===== config.mk =====
export PLATFORM = sky130hd
export DESIGN_NAME = chacha_aead_seq_flat
export DESIGN_NICKNAME = d
export VERILOG_FILES = /design/src/rtl/chacha_aead_seq_if.sv /design/src/rtl/chacha_aead_seq.sv /design/src/flat_wrapper.sv
export SDC_FILE = /design/constraint.sdc
export NUM_CORES = 1
export LEC_CHECK = 0
export ABC_AREA = 1
export CAP_MARGIN = 20
export CORE_AREA = 2 2 235 237
export DETAILED_ROUTE_END_ITERATION = 8
export DIE_AREA = 0 0 237 239
export PLACE_DENSITY = 0.4
export SKIP_LAST_GASP = 1
export SLEW_MARGIN = 20
export SYNTH_ARGS = -nofsm -noshare
export SYNTH_HDL_FRONTEND = slang
export SYNTH_SLANG_ARGS = --single-unit

===== constraint.sdc =====
create_clock -name clk -period 4.9 [get_ports clk]
set_input_delay 0.49 -clock clk [delete_from_list [all_inputs] [get_ports clk]]
set_output_delay 0.49 -clock clk [all_outputs]
set_load 0.02 [all_outputs]

===== src/rtl/chacha_aead_seq_if.sv =====
// Bus bundle between the ChaCha20-Poly1305 AEAD sequencer, its host and its crypto core.
// The master modport is the host/core side and the slave modport is the sequencer side.
interface chacha_aead_seq_if;
    logic         start;
    logic [15:0]  aad_len;
    logic [15:0]  pld_len;
    logic         in_valid;
    logic [127:0] in_data;
    logic         in_ready;
    logic         cfg_we;
    logic         ks_req;
    logic         ks_valid;
    logic         aad_valid;
    logic [127:0] aad_data;
    logic [15:0]  aad_keep;
    logic         aad_ready;
    logic         aad_done;
    logic         pld_valid;
    logic [127:0] pld_data;
    logic [15:0]  pld_keep;
    logic         pld_ready;
    logic         pld_done;
    logic         len_valid;
    logic [127:0] len_block;
    logic         len_ready;
    logic         lens_done;
    logic         tag_pre_xor_valid;
    logic         tagmask_valid;
    logic         busy;
    logic         done;
    logic         err;

    modport master (
        output start, aad_len, pld_len, in_valid, in_data,
        output ks_valid, aad_ready, aad_done, pld_ready, pld_done,
        output len_ready, lens_done, tag_pre_xor_valid, tagmask_valid,
        input  in_ready, cfg_we, ks_req, aad_valid, aad_data, aad_keep,
        input  pld_valid, pld_data, pld_keep, len_valid, len_block,
        input  busy, done, err
    );

    modport slave (
        input  start, aad_len, pld_len, in_valid, in_data,
        input  ks_valid, aad_ready, aad_done, pld_ready, pld_done,
        input  len_ready, lens_done, tag_pre_xor_valid, tagmask_valid,
        output in_ready, cfg_we, ks_req, aad_valid, aad_data, aad_keep,
        output pld_valid, pld_data, pld_keep, len_valid, len_block,
        output busy, done, err
    );
endinterface


===== src/rtl/chacha_aead_seq.sv =====
// ChaCha20-Poly1305 AEAD message sequencer: configures the core, requests keystream,
// streams AAD then payload blocks, issues the length block and waits for the tag.
// Optional watchdog: define CHACHA_SEQ_TIMEOUT_EN to abort stalled wait states with err.
module chacha_aead_seq (
    input  logic             clk,
    input  logic             rst_n,
    chacha_aead_seq_if.slave bus
);
    localparam logic [3:0] S_IDLE     = 4'd0;
    localparam logic [3:0] S_CFG      = 4'd1;
    localparam logic [3:0] S_KS_REQ   = 4'd2;
    localparam logic [3:0] S_KS_WAIT  = 4'd3;
    localparam logic [3:0] S_AAD      = 4'd4;
    localparam logic [3:0] S_AAD_WAIT = 4'd5;
    localparam logic [3:0] S_PLD      = 4'd6;
    localparam logic [3:0] S_PLD_WAIT = 4'd7;
    localparam logic [3:0] S_LEN      = 4'd8;
    localparam logic [3:0] S_LEN_WAIT = 4'd9;
    localparam logic [3:0] S_TAG_WAIT = 4'd10;
    localparam logic [3:0] S_DONE     = 4'd11;

    logic [3:0]  r_state;
    logic [3:0]  w_next;
    logic [15:0] r_aadLen;
    logic [15:0] r_pldLen;
    logic [15:0] r_aadRem;
    logic [15:0] r_pldRem;
    logic [11:0] r_blkIdx;
    logic        r_doneSeen;
    logic        r_tagPre;
    logic        r_tagMask;
    logic        w_aadXfer;
    logic        w_pldXfer;
    logic        w_lenXfer;
    logic        w_tagPre;
    logic        w_tagMask;
    logic        w_timeout;

    // Valid-byte mask for the block holding the next rem bytes.
    function automatic logic [15:0] keepOf(input logic [15:0] rem);
        if (rem >= 16'd16) return 16'hFFFF;
        return (16'h1 << rem[3:0]) - 16'h1;
    endfunction

    // Bytes consumed by one block transfer.
    function automatic logic [15:0] stepOf(input logic [15:0] rem);
        return (rem >= 16'd16) ? 16'd16 : rem;
    endfunction

    assign w_aadXfer = (r_state == S_AAD) && bus.in_valid && bus.aad_ready;
    assign w_pldXfer = (r_state == S_PLD) && bus.in_valid && bus.pld_ready;
    assign w_lenXfer = (r_state == S_LEN) && bus.len_ready;
    assign w_tagPre  = r_tagPre  || bus.tag_pre_xor_valid;
    assign w_tagMask = r_tagMask || bus.tagmask_valid;

`ifdef CHACHA_SEQ_TIMEOUT_EN
    logic [15:0] r_wdog;
    logic        w_isWait;

    assign w_isWait  = (r_state == S_KS_WAIT)  || (r_state == S_AAD_WAIT) ||
                       (r_state == S_PLD_WAIT) || (r_state == S_LEN_WAIT) ||
                       (r_state == S_TAG_WAIT);
    assign w_timeout = w_isWait && (r_wdog == 16'hFFFF);

    // Watchdog counts cycles spent in a wait state and restarts on every state change.
    always_ff @(posedge clk or negedge rst_n) begin
        if (!rst_n)                 r_wdog <= 16'h0;
        else if (w_next != r_state) r_wdog <= 16'h0;
        else if (w_isWait)          r_wdog <= r_wdog + 16'h1;
    end
`else
    assign w_timeout = 1'b0;
`endif

    // Next-state selection; a watchdog expiry overrides everything and drops to IDLE.
    always_comb begin
        w_next = r_state;
        case (r_state)
            S_IDLE:     if (bus.start) w_next = S_CFG;
            S_CFG:      w_next = S_KS_REQ;
            S_KS_REQ:   w_next = S_KS_WAIT;
            S_KS_WAIT: begin
                if (bus.ks_valid) begin
                    if (r_blkIdx != 12'd0)       w_next = S_PLD;
                    else if (r_aadLen != 16'd0)  w_next = S_AAD;
                    else if (r_pldLen != 16'd0)  w_next = S_PLD;
                    else                         w_next = S_LEN;
                end
            end
            S_AAD:      if (w_aadXfer) w_next = S_AAD_WAIT;
            S_AAD_WAIT: begin
                if (bus.aad_done || r_doneSeen) begin
                    if (r_aadRem != 16'd0)      w_next = S_AAD;
                    else if (r_pldLen != 16'd0) w_next = S_PLD;
                    else                        w_next = S_LEN;
                end
            end
            S_PLD:      if (w_pldXfer) w_next = S_PLD_WAIT;
            S_PLD_WAIT: begin
                if (bus.pld_done || r_doneSeen) begin
                    if (r_pldRem == 16'd0)         w_next = S_LEN;
                    else if (r_blkIdx[1:0] == 2'd0) w_next = S_KS_REQ;
                    else                           w_next = S_PLD;
                end
            end
            S_LEN:      if (w_lenXfer) w_next = S_LEN_WAIT;
            S_LEN_WAIT: if (bus.lens_done || r_doneSeen) w_next = S_TAG_WAIT;
            S_TAG_WAIT: if (w_tagPre && w_tagMask) w_next = S_DONE;
            S_DONE:     w_next = S_IDLE;
            default:    w_next = S_IDLE;
        endcase
        if (w_timeout) w_next = S_IDLE;
    end

    // State register plus length capture, byte/block counters and completion latches.
    always_ff @(posedge clk or negedge rst_n) begin
        if (!rst_n) begin
            r_state    <= S_IDLE;
            r_aadLen   <= 16'h0;
            r_pldLen   <= 16'h0;
            r_aadRem   <= 16'h0;
            r_pldRem   <= 16'h0;
            r_blkIdx   <= 12'h0;
            r_doneSeen <= 1'b0;
            r_tagPre   <= 1'b0;
            r_tagMask  <= 1'b0;
        end else begin
            r_state <= w_next;
            case (r_state)
                S_IDLE: begin
                    if (bus.start) begin
                        r_aadLen   <= bus.aad_len;
                        r_pldLen   <= bus.pld_len;
                        r_aadRem   <= bus.aad_len;
                        r_pldRem   <= bus.pld_len;
                        r_blkIdx   <= 12'h0;
                        r_doneSeen <= 1'b0;
                        r_tagPre   <= 1'b0;
                        r_tagMask  <= 1'b0;
                    end
                end
                S_AAD: begin
                    if (w_aadXfer) begin
                        r_aadRem   <= r_aadRem - stepOf(r_aadRem);
                        r_doneSeen <= bus.aad_done;
                    end
                end
                S_PLD: begin
                    if (w_pldXfer) begin
                        r_pldRem   <= r_pldRem - stepOf(r_pldRem);
                        r_blkIdx   <= r_blkIdx + 12'h1;
                        r_doneSeen <= bus.pld_done;
                    end
                end
                S_LEN: begin
                    if (w_lenXfer) r_doneSeen <= bus.lens_done;
                end
                S_AAD_WAIT, S_PLD_WAIT: r_doneSeen <= 1'b0;
                S_LEN_WAIT: begin
                    r_doneSeen <= 1'b0;
                    r_tagPre   <= w_tagPre;
                    r_tagMask  <= w_tagMask;
                end
                S_TAG_WAIT: begin
                    r_tagPre  <= w_tagPre;
                    r_tagMask <= w_tagMask;
                end
                default: ;
            endcase
        end
    end

    // Outputs are decoded from the state so reset silences them immediately.
    always_comb begin
        bus.in_ready  = 1'b0;
        bus.cfg_we    = 1'b0;
        bus.ks_req    = 1'b0;
        bus.aad_valid = 1'b0;
        bus.aad_data  = 128'h0;
        bus.aad_keep  = 16'h0;
        bus.pld_valid = 1'b0;
        bus.pld_data  = 128'h0;
        bus.pld_keep  = 16'h0;
        bus.len_valid = 1'b0;
        bus.len_block = 128'h0;
        bus.done      = 1'b0;
        case (r_state)
            S_CFG:    bus.cfg_we = 1'b1;
            S_KS_REQ: bus.ks_req = 1'b1;
            S_AAD: begin
                bus.aad_valid = bus.in_valid;
                bus.aad_data  = bus.in_data;
                bus.aad_keep  = keepOf(r_aadRem);
                bus.in_ready  = bus.aad_ready;
            end
            S_PLD: begin
                bus.pld_valid = bus.in_valid;
                bus.pld_data  = bus.in_data;
                bus.pld_keep  = keepOf(r_pldRem);
                bus.in_ready  = bus.pld_ready;
            end
            S_LEN: begin
                bus.len_valid = 1'b1;
                bus.len_block = {48'h0, r_pldLen, 48'h0, r_aadLen};
            end
            S_DONE:   bus.done = 1'b1;
            default: ;
        endcase
    end

    assign bus.busy = (r_state != S_IDLE);
    assign bus.err  = w_timeout;

endmodule


===== src/flat_wrapper.sv =====
// flat-port wrapper written by rule: the top's interface ports become plain ports
module chacha_aead_seq_flat 
  (clk, rst_n, bus_start, bus_aad_len, bus_pld_len, bus_in_valid, bus_in_data, bus_ks_valid, bus_aad_ready, bus_aad_done, bus_pld_ready, bus_pld_done, bus_len_ready, bus_lens_done, bus_tag_pre_xor_valid, bus_tagmask_valid, bus_in_ready, bus_cfg_we, bus_ks_req, bus_aad_valid, bus_aad_data, bus_aad_keep, bus_pld_valid, bus_pld_data, bus_pld_keep, bus_len_valid, bus_len_block, bus_busy, bus_done, bus_err);
  chacha_aead_seq_if bus_i ();
  input  logic clk;
  input  logic rst_n;
  input wire logic [$bits(bus_i.start)-1:0] bus_start;
  input wire logic [$bits(bus_i.aad_len)-1:0] bus_aad_len;
  input wire logic [$bits(bus_i.pld_len)-1:0] bus_pld_len;
  input wire logic [$bits(bus_i.in_valid)-1:0] bus_in_valid;
  input wire logic [$bits(bus_i.in_data)-1:0] bus_in_data;
  input wire logic [$bits(bus_i.ks_valid)-1:0] bus_ks_valid;
  input wire logic [$bits(bus_i.aad_ready)-1:0] bus_aad_ready;
  input wire logic [$bits(bus_i.aad_done)-1:0] bus_aad_done;
  input wire logic [$bits(bus_i.pld_ready)-1:0] bus_pld_ready;
  input wire logic [$bits(bus_i.pld_done)-1:0] bus_pld_done;
  input wire logic [$bits(bus_i.len_ready)-1:0] bus_len_ready;
  input wire logic [$bits(bus_i.lens_done)-1:0] bus_lens_done;
  input wire logic [$bits(bus_i.tag_pre_xor_valid)-1:0] bus_tag_pre_xor_valid;
  input wire logic [$bits(bus_i.tagmask_valid)-1:0] bus_tagmask_valid;
  output wire logic [$bits(bus_i.in_ready)-1:0] bus_in_ready;
  output wire logic [$bits(bus_i.cfg_we)-1:0] bus_cfg_we;
  output wire logic [$bits(bus_i.ks_req)-1:0] bus_ks_req;
  output wire logic [$bits(bus_i.aad_valid)-1:0] bus_aad_valid;
  output wire logic [$bits(bus_i.aad_data)-1:0] bus_aad_data;
  output wire logic [$bits(bus_i.aad_keep)-1:0] bus_aad_keep;
  output wire logic [$bits(bus_i.pld_valid)-1:0] bus_pld_valid;
  output wire logic [$bits(bus_i.pld_data)-1:0] bus_pld_data;
  output wire logic [$bits(bus_i.pld_keep)-1:0] bus_pld_keep;
  output wire logic [$bits(bus_i.len_valid)-1:0] bus_len_valid;
  output wire logic [$bits(bus_i.len_block)-1:0] bus_len_block;
  output wire logic [$bits(bus_i.busy)-1:0] bus_busy;
  output wire logic [$bits(bus_i.done)-1:0] bus_done;
  output wire logic [$bits(bus_i.err)-1:0] bus_err;
  assign bus_i.start = bus_start;
  assign bus_i.aad_len = bus_aad_len;
  assign bus_i.pld_len = bus_pld_len;
  assign bus_i.in_valid = bus_in_valid;
  assign bus_i.in_data = bus_in_data;
  assign bus_i.ks_valid = bus_ks_valid;
  assign bus_i.aad_ready = bus_aad_ready;
  assign bus_i.aad_done = bus_aad_done;
  assign bus_i.pld_ready = bus_pld_ready;
  assign bus_i.pld_done = bus_pld_done;
  assign bus_i.len_ready = bus_len_ready;
  assign bus_i.lens_done = bus_lens_done;
  assign bus_i.tag_pre_xor_valid = bus_tag_pre_xor_valid;
  assign bus_i.tagmask_valid = bus_tagmask_valid;
  assign bus_in_ready = bus_i.in_ready;
  assign bus_cfg_we = bus_i.cfg_we;
  assign bus_ks_req = bus_i.ks_req;
  assign bus_aad_valid = bus_i.aad_valid;
  assign bus_aad_data = bus_i.aad_data;
  assign bus_aad_keep = bus_i.aad_keep;
  assign bus_pld_valid = bus_i.pld_valid;
  assign bus_pld_data = bus_i.pld_data;
  assign bus_pld_keep = bus_i.pld_keep;
  assign bus_len_valid = bus_i.len_valid;
  assign bus_len_block = bus_i.len_block;
  assign bus_busy = bus_i.busy;
  assign bus_done = bus_i.done;
  assign bus_err = bus_i.err;
  chacha_aead_seq u_core (.clk(clk), .rst_n(rst_n), .bus(bus_i));
endmodule

-- After elaboration in Yosys (flattened, before gate mapping)
Index checks and enable logic that the tools add are counted.
- flip-flop bits (word level): 83
- logic and storage cells: 123
- add/sub/neg operators: 5
- magnitude comparators: 2
- equality and inequality tests: 20
- shift operators: 2
- multiplexer cells: 54
- reductions and logical operators: 31
- operators by type and width (kind ; count):
    2-to-1 mux 128 bit ; 2
    2-to-1 mux 16 bit ; 12
    2-to-1 mux 80 bit ; 1
    one-hot mux 16 bit (2 select lines) ; 2
    2-to-1 mux 4 bit ; 14
    nonzero test 16 bit ; 3
    one-hot mux 4 bit (11 select lines) ; 1
    greater-or-equal comparator 16 x 5 -> 1 bit, second input constant ; 2
    left shift 1 x 4 -> 16 bit, first input constant ; 2
    subtractor 16 x 1 -> 16 bit, second input constant ; 2
    subtractor 16 bit ; 2
    2-to-1 mux 12 bit ; 2
    one-hot mux 12 bit (2 select lines) ; 1
    == test 4 x 3 -> 1 bit, second input constant ; 4
    == test 4 bit, second input constant ; 4
    zero test 16 bit ; 1
    2-to-1 mux 1 bit ; 14
    inequality test 2 x 1 -> 1 bit, second input constant ; 7
    adder 12 x 1 -> 12 bit, second input constant ; 1
    nonzero test 12 bit ; 1
    AND reduction 9 bit ; 1
    == test 4 x 2 -> 1 bit, second input constant ; 2
    logical AND 1 bit ; 6
    one-hot mux 1 bit (2 select lines) ; 3
    other kinds (15) ; 24

-- Logic depth before layout (Yosys ltp)
- depth after elaboration: 6
- mapped depth: 14

-- Worst setup path after synthesis
No wires, ideal clock.
- path type: register to output
- start point: register u_core.r_pldRem[1]
- end point: output port bus_pld_keep[8]
- arrival time: 1859 ps
- data required time: 4410 ps
- slack: 2551 ps
- cell stages (with the launch flop): 13
- buffers on the path: 1
- path through: dfrtp_1 > clkbuf_1 > nor2_1 > inv_1 > nor2_1 > inv_1 > ha_1 > nand2_1 > a21oi_1 > inv_1 > nor2_1 > nor2_1 > a21oi_1
- cells in the longest elaborated chain, start to end: 5
- RTL lines (element ; line ; source):
    start, declared ; chacha_aead_seq.sv:27 ; logic [15:0] r_pldRem;
    start signal, assigned ; chacha_aead_seq.sv:135 ; r_pldRem <= bus.pld_len;
    start signal, assigned ; chacha_aead_seq.sv:150 ; r_pldRem <= r_pldRem - stepOf(r_pldRem);
    greater-or-equal comparator 16 x 5 -> 1 bit ; chacha_aead_seq.sv:41 ; if (rem >= 16'd16) return 16'hFFFF;
    2-to-1 mux 1 bit ; chacha_aead_seq.sv:41 ;
    2-to-1 mux 1 bit ; chacha_aead_seq.sv:187 ; case (r_state)
    2-to-1 mux 16 bit * ; chacha_aead_seq.sv:42 ; return (16'h1 << rem[3:0]) - 16'h1;
    2-to-1 mux 16 bit * ; chacha_aead_seq.sv:187 ;
    end, declared ; flat_wrapper.sv:29 ; output wire logic [$bits(bus_i.pld_keep)-1:0] bus_pld_keep;
Every way passes the cells marked *; elsewhere a longest branch is shown, timed or not. The select of a mux whose other input is x is not followed.

-- Worst setup path after layout
- start point: register u_core.r_state[2]
- end point: output port bus_pld_data[64]
- cells in the longest elaborated chain, start to end: 2
- RTL lines (element ; line ; source):
    start, declared ; chacha_aead_seq.sv:22 ; logic [3:0] r_state;
    start signal, assigned ; chacha_aead_seq.sv:128 ; r_state <= w_next;
    == test 4 x 3 -> 1 bit ; chacha_aead_seq.sv:187 ;
    2-to-1 mux 128 bit ; chacha_aead_seq.sv:187 ;
    end, declared ; flat_wrapper.sv:28 ; output wire logic [$bits(bus_i.pld_data)-1:0] bus_pld_data;
Every way passes these cells.

==> flow_summary.ini <==
[floorplan]
boundaryPins = 598
core_sq_um = 54300
die_y_um = 239
rows = 86
dieArea_sq_um = 56600
die_w_um = 237
start_util_pct = 14.5

[synth]
avgSynthCellArea_sq_um = 5.80
postSynthCellCount = 1362
synth-edff-count = 0
synthArstFlopShare_pct = 100
syn_area_sq_um = 7900
synth_seq_cells = 83
synth_ff_type = dfrtp_1
yosys_warnings = 0
yosysSeqAreaShare_pct = 26.3
yosysUniqueCellTypes = 47

[clock_tree]
cts_tree = built
clkTransAtPathRegs_ns = 0.07
cts_made_buffers = 9
htree_levels = 3
clk_latency_ns = 0.35
clock_path_buffers = 2
cts_resized = 0
cts_hold_buf = 0
postCtsSetupBuffers = 0
cts.sinks = 83
cts_root_buf = clkbuf_16

[cells_and_area]
stdcell_area_sq_um = 13600
fin_cells = 2539
layout-drive-gt1-share_pct = 2.57
fin_nets = 2006
area_delta_synth_final_pct = 71.9
fin_util_pct = 25.0

[pwr]
power_mw = 5.94
irDropWorstVdd_v = 0.000174
sw_frac_of_total_pct = 53.1
combPwrFrac_pct = 67.6
clkPwrFrac_pct = 11.5
leakagePower_nw = 6.25
seqPwrFrac_pct = 20.9
switching_power_mw = 3.16
internal-power_mw = 2.79
power.density_nw_per_um2 = 438

[worst_setup_path]
cpMaxStageDelayCell = dfrtp_1
end_kind = primary output
path_buf_inv = 3
timing.rr.start = u_core.r_state[2]
cp-startpoint = u_core.r_state[2]
worstPathMaxFanout = 78
path_cells = nand2_2 -> nor2_8 -> inv_4 -> buf_4 -> nor2_1 -> clkdlybuf4s50_1
crit_family = buffers and inverters
required_ns = 4.41
path_class = flop to primary output
arrival_ns = 3.43
critPathLaunchType = flop
max_stage_delay_ns = 0.72

[timing]
setup_violations = 0
fmax_mhz = 255
timing.hold.ws_ns = 0.186
finalCritPeriodShare_pct = 80.0
hold_viol_final = 0
slew_viol_final = 0
slew_headroom_pct = 37.6
skew_ns = 0.00497
min_period_ns = 3.92
rsz0062_at_grt = no
tightest_slew_ns = 0.937
setup_ws_ns = 0.980
setup_tns_ns = 0

[route]
drt-total-wl_mm = 48.8
vias_per_cell = 3.87
drt_iter0_drc = 725
drc = 0
vias = 9824
wl_per_cell_um = 19.2
drtAntennaViolNets = 0
firstDrtPassIters = 5

[place]
port_buffers = 500
postPlaceCellArea_sq_um = 13300
post-place-ws_ns = 1.31
place_congestion = 0.835
dpl.cell_count = 2520
dpl.hpwl_mm = 41.6

[hold_path]
hold_class = primary input to async pin

[outcome]
status = completed

[global_routing]
grt_pass1_vias = 9648
antenna_found_initial = 5
gr-total-overflow = 0
grt_pass1_wl_mm = 67.2
grt_max_degree = 79
grt_use_total_pct = 16.5

[job]
maxCapViolations = 0
==> synthesized netlist by cell type (2+ instances only) <==
library cell	n	area (sq um)
nor4_1	2	12.5
o31ai_1	9	67.6
nand3_1	36	180
inv_1	246	923
o21ai_1	10	50.1
a21oi_1	46	230
xor2_1	12	105
nor3_1	19	95.1
o21ai_0	71	355
buf_4	97	728
nor2_1	401	1510
clkbuf_1	46	173
nand4_1	18	113
nand3b_1	4	30.0
buf_6	2	22.5
a22oi_1	5	37.5
dfrtp_1	83	2080
buf_1	3	11.3
nor2_2	3	18.8
o22ai_1	7	43.8
ha_1	6	75.1
xnor2_1	2	17.5
buf_2	10	50.1
a31oi_1	4	25.0
nand2_2	2	12.5
inv_2	3	11.3
nand2_1	188	706
and3_1	2	12.5
conb_1	2	7.51
o211ai_1	6	45.0
==> path summary, 6_finish.rpt <==
path	end	slack (ns)	cells after the start
worst min-delay path	u_core.r_pldRem[2]	0.19	1
worst max-delay path	bus_pld_data[64]	0.98	6
min in group clk	u_core.r_tagMask	0.50	2
worst min register to register	u_core.r_tagMask	0.50	2
max in group asynchronous	u_core.r_aadRem[1]	3.71	2
worst max register to register	u_core.r_pldLen[14]	1.55	9
==> area by class of cell <==
type / instances / area [sq um]
sequential: 83 / 2080
clock inverter: 6 / 48.8
multi-input combinational: 968 / 4260
timing repair buffer: 515 / 5110
inverter: 250 / 943
antenna: 3 / 7.51
tap: 704 / 881
clock buffer: 10 / 239
fill: 6152 / 40800
==> registers in the layout, summed over array words and instances (netlist names) <==
signal             cells
u_core.r_tagPre        1
u_core.r_pldLen       16
u_core.r_tagMask       1
u_core.r_state         4
u_core.r_aadLen       16
u_core.r_pldRem       16
u_core.r_blkIdx       12
u_core.r_doneSeen      1
u_core.r_aadRem       16
==> cells in the final DEF, fill, tap and decap left out, types with 16 or more instances in the layout <==
cell type,instances
nor2_1,401
buf_4,16
conb_1,99
inv_1,245
nand2_1,188
nand4_1,18
dfrtp_1,83
clkdlybuf4s50_1,499
o21ai_0,71
nor3_1,19
nand3_1,36
a21oi_1,46
==> worst reg2reg max path: stages (launching register included) <==
cell     delay, ns
dfrtp_1       0.72
nand2_2       0.25
nor2_8        0.44
inv_4         0.45
nand2_1       0.20
nand3_2       0.12
nor2_4        0.47
buf_4         0.41
nand2_1       0.12
o21ai_1       0.09
==> cell families (layout without fill, tap and decap cells) <==
kind of cell / Yosys count / after routing / synth area share, %
AND/OR/NAND/NOR: 682 / 682 / 35.0
buffers and inverters: 408 / 781 / 24.3
AO/OA/AOI/OAI: 167 / 167 / 11.8
flip-flops: 83 / 83 / 26.3
XOR/XNOR: 14 / 14 / 1.55
adder cells (fa/ha/maj): 6 / 6 / 0.950
other: 2 / 102 / 0.0951
==> layer usage <==
metal | wire, um | global-route usage [%] | share of wire, %
met4 | 1980 | 6.77 | 4.1
met2 | 23100 | 27.0 | 47
met3 | 2700 | 3.44 | 5.5
met1 | 21000 | 21.0 | 43
met5 | 27 | 0 | 0.055
==> power by group through the flow <==
stage / logic (mW) / clock network, mW / registers [mW]
after global placement: 4.07 / 0 / 1.25
after CTS: 4.08 / 0.710 / 1.24
after detailed placement: 4.06 / 0 / 1.25
after global routing: 4.45 / 0.747 / 1.29
final: 4.02 / 0.686 / 1.24
after floorplan: 2.54 / 0 / 1.13
Power figures use the tool's default switching activity.
==> patch 1, RTL diff (same settings) <==
Add a define of `CHACHA_SEQ_TIMEOUT_EN`.
--- a/src/rtl/chacha_aead_seq.sv
+++ b/src/rtl/chacha_aead_seq.sv
@@ -1,6 +1,8 @@
 // ChaCha20-Poly1305 AEAD message sequencer: configures the core, requests keystream,
 // streams AAD then payload blocks, issues the length block and waits for the tag.
 // Optional watchdog: define CHACHA_SEQ_TIMEOUT_EN to abort stalled wait states with err.
+`define CHACHA_SEQ_TIMEOUT_EN
+
 module chacha_aead_seq (
     input  logic             clk,
     input  logic             rst_n,
Function: same outputs for any inputs over 4 cycles, from zero or initial values and one cycle with rst_n low; that may be too few to reach the edited logic, so the function may still have changed.
==> patch 1 against the original RTL <==
Die area did not move. Power rose by 4.6%. Via count rose by 5.1%. Sequential cell count rose by 16. Maximum frequency rose by 7.6%. Synthesized area rose by 12%. Setup slack improved by 0.28 ns. Critical path depth rose by 3. Non-clock buffer count fell by 6. Synthesized cell count rose by 10%. Utilization rose by 1.8 points. Wire length fell by 14%. Final area rose by 7.3%.
==> patch 1: results (changes against the original RTL) <==
- Status: complete, no violations
- Switching Fraction: 0.519 (-0.0122)
- Worst R2R Setup Slack: 1.62 ns (+0.07 ns)
- Via density: 3.87 (about the same)
- Wire length on met3: 1690 um (-37%)
- Diodes inserted: 0 (-3)
- Initial antenna violation count: 2 (-3)
- Clk_lat worst skew: 0.38 ns (+0.03 ns)
- GR Util met2: 0.236 (-0.0332)
- Post-DP HPWL: 33700 um (-19%)
- Int Pwr: 2.99 mW (+7.3%)
- Critical-path maximum fanout: 87 (+12%)
- Vias in the first global route: 9714 (+0.68%)
- Worst-margin pin slew: 0.909 ns (-0.0273 ns)
- VDD IR max: 0.182 mV (+4.8%)
- Synth area leaders: dfrtp_1, nor2_1, inv_1, nand2_1, buf_4
- Root Buffer: clkbuf_16
- Top Metal Used: met4
- Peak per-stage delay on the critical path: 0.61 ns (-0.11 ns)
- Compound-gate portion of the synthesized area: 0.109 (-0.00886)
- Largest net degree at the start of global routing: 88 (+11%)
- Tightest hold margin: 0.223 ns (+0.0376 ns)
- Post-synthesis mux area share: 0.00113 (+0.00113)
- CP max stage cell: clkdlybuf4s50_1
- Register area share after synthesis: 0.279 (+0.0163)
- Adder-Cell Fraction of Synth Area: 0.00987 (+0.000367)
- Filler cell count: 6081 (-1.2%)
- Hold WC Path Type: in2async
- XOR/XNOR Fraction of Synth Area: 0.0207 (+0.00521)
- Ratio of cells with drive above 1 in the final layout: 0.0341 (+0.00842)
- Clock Skew: 0.0147 ns (+0.00969 ns)
- Met1 usage: 0.192 (-0.0176)
- DR iter-0 viols: 537 (-26%)
- Layout Nets: 2141 (+6.7%)
- Synth cell count leaders: nor2_1, inv_1, nand2_1
- WP data arrival: 3.15 ns (-0.28 ns)
patch 1: cell count changes after synthesis, sizes merged, moves of 6 or more:
cell    delta
a21oi      +7
buf       -10
clkbuf     +6
dfrtp     +16
inv       +35
nand2     +40
nand3     +18
nand4      -8
nor2      +24
nor3       -6
o31ai      -7
xor2       +7
patch 1: kinds of logic (layout without fill, tap and decap cells):
logic type,after synthesis,in the layout
AOI/OAI and AO/OA,175,175
xor gates and xnor gates,21,21
adders and majority gates,7,7
buffers and inverters,440,811
DFF,99,99
muxes,1,1
other,2,98
and+or+nand+nor,754,754
patch 1: stage by stage:
stage	std cells	cell area (sq um)	setup WS, ns
6_report	2670	14600	1.26
5_1_grt	2670	14600	0.984
4_1_cts	2670	14600	1.13
3_5_place_dp	2654	14300	1.42
3_3_place_gp	2654	14300	1.48
2_1_floorplan	1595	9230	2.47
patch 1: worst paths after layout:
path                                                    to                      startpoint  depth (start not counted)
min                        u_core.r_pldLen[11]$_DFFE_PN0P_                           rst_n                          1
min reg2reg                 u_core.r_aadLen[3]$_DFFE_PN0P_  u_core.r_aadLen[3]$_DFFE_PN0P_                          2
max reg2reg                u_core.r_aadRem[13]$_DFFE_PN0P_     u_core.r_state[0]$_DFF_PN0_                          9
max in group asynchronous   u_core.r_aadLen[9]$_DFFE_PN0P_                           rst_n                          2
min in group clk            u_core.r_aadLen[3]$_DFFE_PN0P_  u_core.r_aadLen[3]$_DFFE_PN0P_                          2
max                                        bus_aad_keep[8]     u_core.r_state[0]$_DFF_PN0_                          9
patch 1: layout make-up:
type	count	area, sq um	share of cell area
tap	704	881	0.0605
timing repair buffer	509	5080	0.349
inverter	286	1070	0.0737
multi-input combinational	1056	4740	0.326
clock inverter	7	81.3	0.00558
clock buffer	9	225	0.0155
sequential	99	2480	0.170
==> patch 2, RTL diff (same flow settings) <==
Made on the original files. Set the localparam `S_PLD_WAIT` to 4'd3 (it was 4'd7).
--- a/src/rtl/chacha_aead_seq.sv
+++ b/src/rtl/chacha_aead_seq.sv
@@ -13,7 +13,7 @@
     localparam logic [3:0] S_AAD      = 4'd4;
     localparam logic [3:0] S_AAD_WAIT = 4'd5;
     localparam logic [3:0] S_PLD      = 4'd6;
-    localparam logic [3:0] S_PLD_WAIT = 4'd7;
+    localparam logic [3:0] S_PLD_WAIT = 4'd3;
     localparam logic [3:0] S_LEN      = 4'd8;
     localparam logic [3:0] S_LEN_WAIT = 4'd9;
     localparam logic [3:0] S_TAG_WAIT = 4'd10;
Function: changed (Yosys sat finds a counterexample within 10 cycles, from zero or initial values and one cycle with rst_n low).
==> patch 2 against the original RTL <==
Sequential cell count stayed put. Non-clock buffer count is 11 lower. Setup slack better by 0.12 ns. Final area is 0.33% lower. Clock power is 4.7% lower. Critical path depth stayed put. Power is 8.8% lower. Synthesized area is 0.68% higher. Wire length is 7.5% lower. Critical path type unchanged. Largest power group unchanged.
==> patch 2: results (changes against the original RTL) <==
- Status: complete, no violations
- Synth cell count leaders: nor2_1, inv_1, nand2_1
- Peak per-stage delay on the critical path: 0.67 ns (-0.05 ns)
- Met2 WL: 23300 um (+0.74%)
- GR Layer Usage met3: 0.0372 (+0.00277)
- Clock Skew: 0.00603 ns (+0.00106 ns)
- Crit path to: bus_aad_data[70]
- Post-CTS Setup Inserts: 0 (unchanged)
- Netlist cell types: 45 (-4.3%)
- CTS Buf Count: 9 (unchanged)
- Post-CTS Resized: 0 (unchanged)
- Crit Reg-Reg Endpoint: u_core.r_pldRem[2]$_DFFE_PN0P_
- Pre-antenna DRT Iters: 5 (unchanged)
- Wire length on met3: 2730 um (+0.81%)
- WP data arrival: 3.31 ns (-0.12 ns)
- Layout Nets: 1992 (-0.70%)
- Root Buffer: clkbuf_16
- DR vias: 9587 (-2.4%)
- Final WL: 45200 um (-7.5%)
- DR iter-0 viols: 581 (-20%)
- CP max stage cell: clkdlybuf4s50_1
- Initial antenna violation count: 2 (-3)
- Vias in the first global route: 9020 (-6.5%)
- Register area share after synthesis: 0.261 (-0.00178)
- Global-route total usage across every layer: 0.150 (-0.0147)
- Ratio of cells with drive above 1 in the final layout: 0.0330 (+0.00735)
- Critical-path maximum fanout: 87 (+12%)
- VDD IR max: 0.217 mV (+25%)
- Hold WC Path Type: in2async
- GR Util met2: 0.273 (+0.00339)
- Asr flop ratio synth: 1.00 (unchanged)
- Most common cell in the netlist: nor2_1
- CP Launch Point: u_core.r_state[2]$_DFFE_PN0P_
- Placed cell areas: 13300 sq um (-0.17%)
- Global-route wire length before repair: 62400 um (-7.1%)
- Gate Count Post-Synth: 1358 (-0.29%)
- Clk buf depth: 2 (unchanged)
- Worst R2R Setup Slack: 1.67 ns (+0.12 ns)
- Cell family with most CP delay: buffers and inverters
- Fin cells: 2522 (-0.67%)
- Largest net degree at the start of global routing: 139 (+76%)
- Wire length on met1: 18400 um (-13%)
- Synth area leaders: dfrtp_1, nor2_1, inv_1, buf_4, nand2_1
- Diodes inserted: 0 (-3)
- Global placement routability congestion: 0.874 (+4.7%)
- Post-DP HPWL: 37600 um (-9.7%)
- Synth Flop Type: dfrtp_1
- Relative slew margins: 0.345 (-0.0306)
- Min cycle time layout: 3.80 ns (-0.124 ns)
- Pre-CTS setup slack: 1.38 ns (+0.0714 ns)
- P_leak: 6.25 nW (about the same)
- Met1 usage: 0.178 (-0.0320)
- Tightest hold margin: 0.127 ns (-0.0585 ns)
==> patch 2: cell count changes after synthesis, moves of 5 or more <==
cell,unedited run,this run
nand2_2,2,7
clkbuf_1,46,25
o21ai_0,71,79
nand3_1,36,43
inv_2,3,13
nand2_1,188,177
nor3_1,19,14
a21oi_1,46,41
inv_1,246,238
buf_2,10,27
==> patch 2: report_power, final <==
part           internal, mW  switching (mW)
registers             0.975           0.255
logic                  1.27            2.27
clock network         0.357           0.297
==> patch 2: cell families (layout without fill, tap and decap cells) <==
group / count (synthesis) / in the layout / synth area share
xor+xnor: 12 / 12 / 0.0132
flops: 83 / 83 / 0.261
buf+inv: 408 / 771 / 0.245
compound gates: 163 / 163 / 0.112
other cells: 2 / 99 / 0.000944
simple gates: 684 / 684 / 0.358
fa+ha+maj: 6 / 6 / 0.00944
==> patch 2: area by class of cell <==
type	instances	area (sq um)
fill	6096	40800
timing repair buffer	504	5040
multi-input combinational	964	4310
sequential	83	2080
inverter	251	945
tap	704	881
clock buffer	12	246
clock inverter	4	26.3
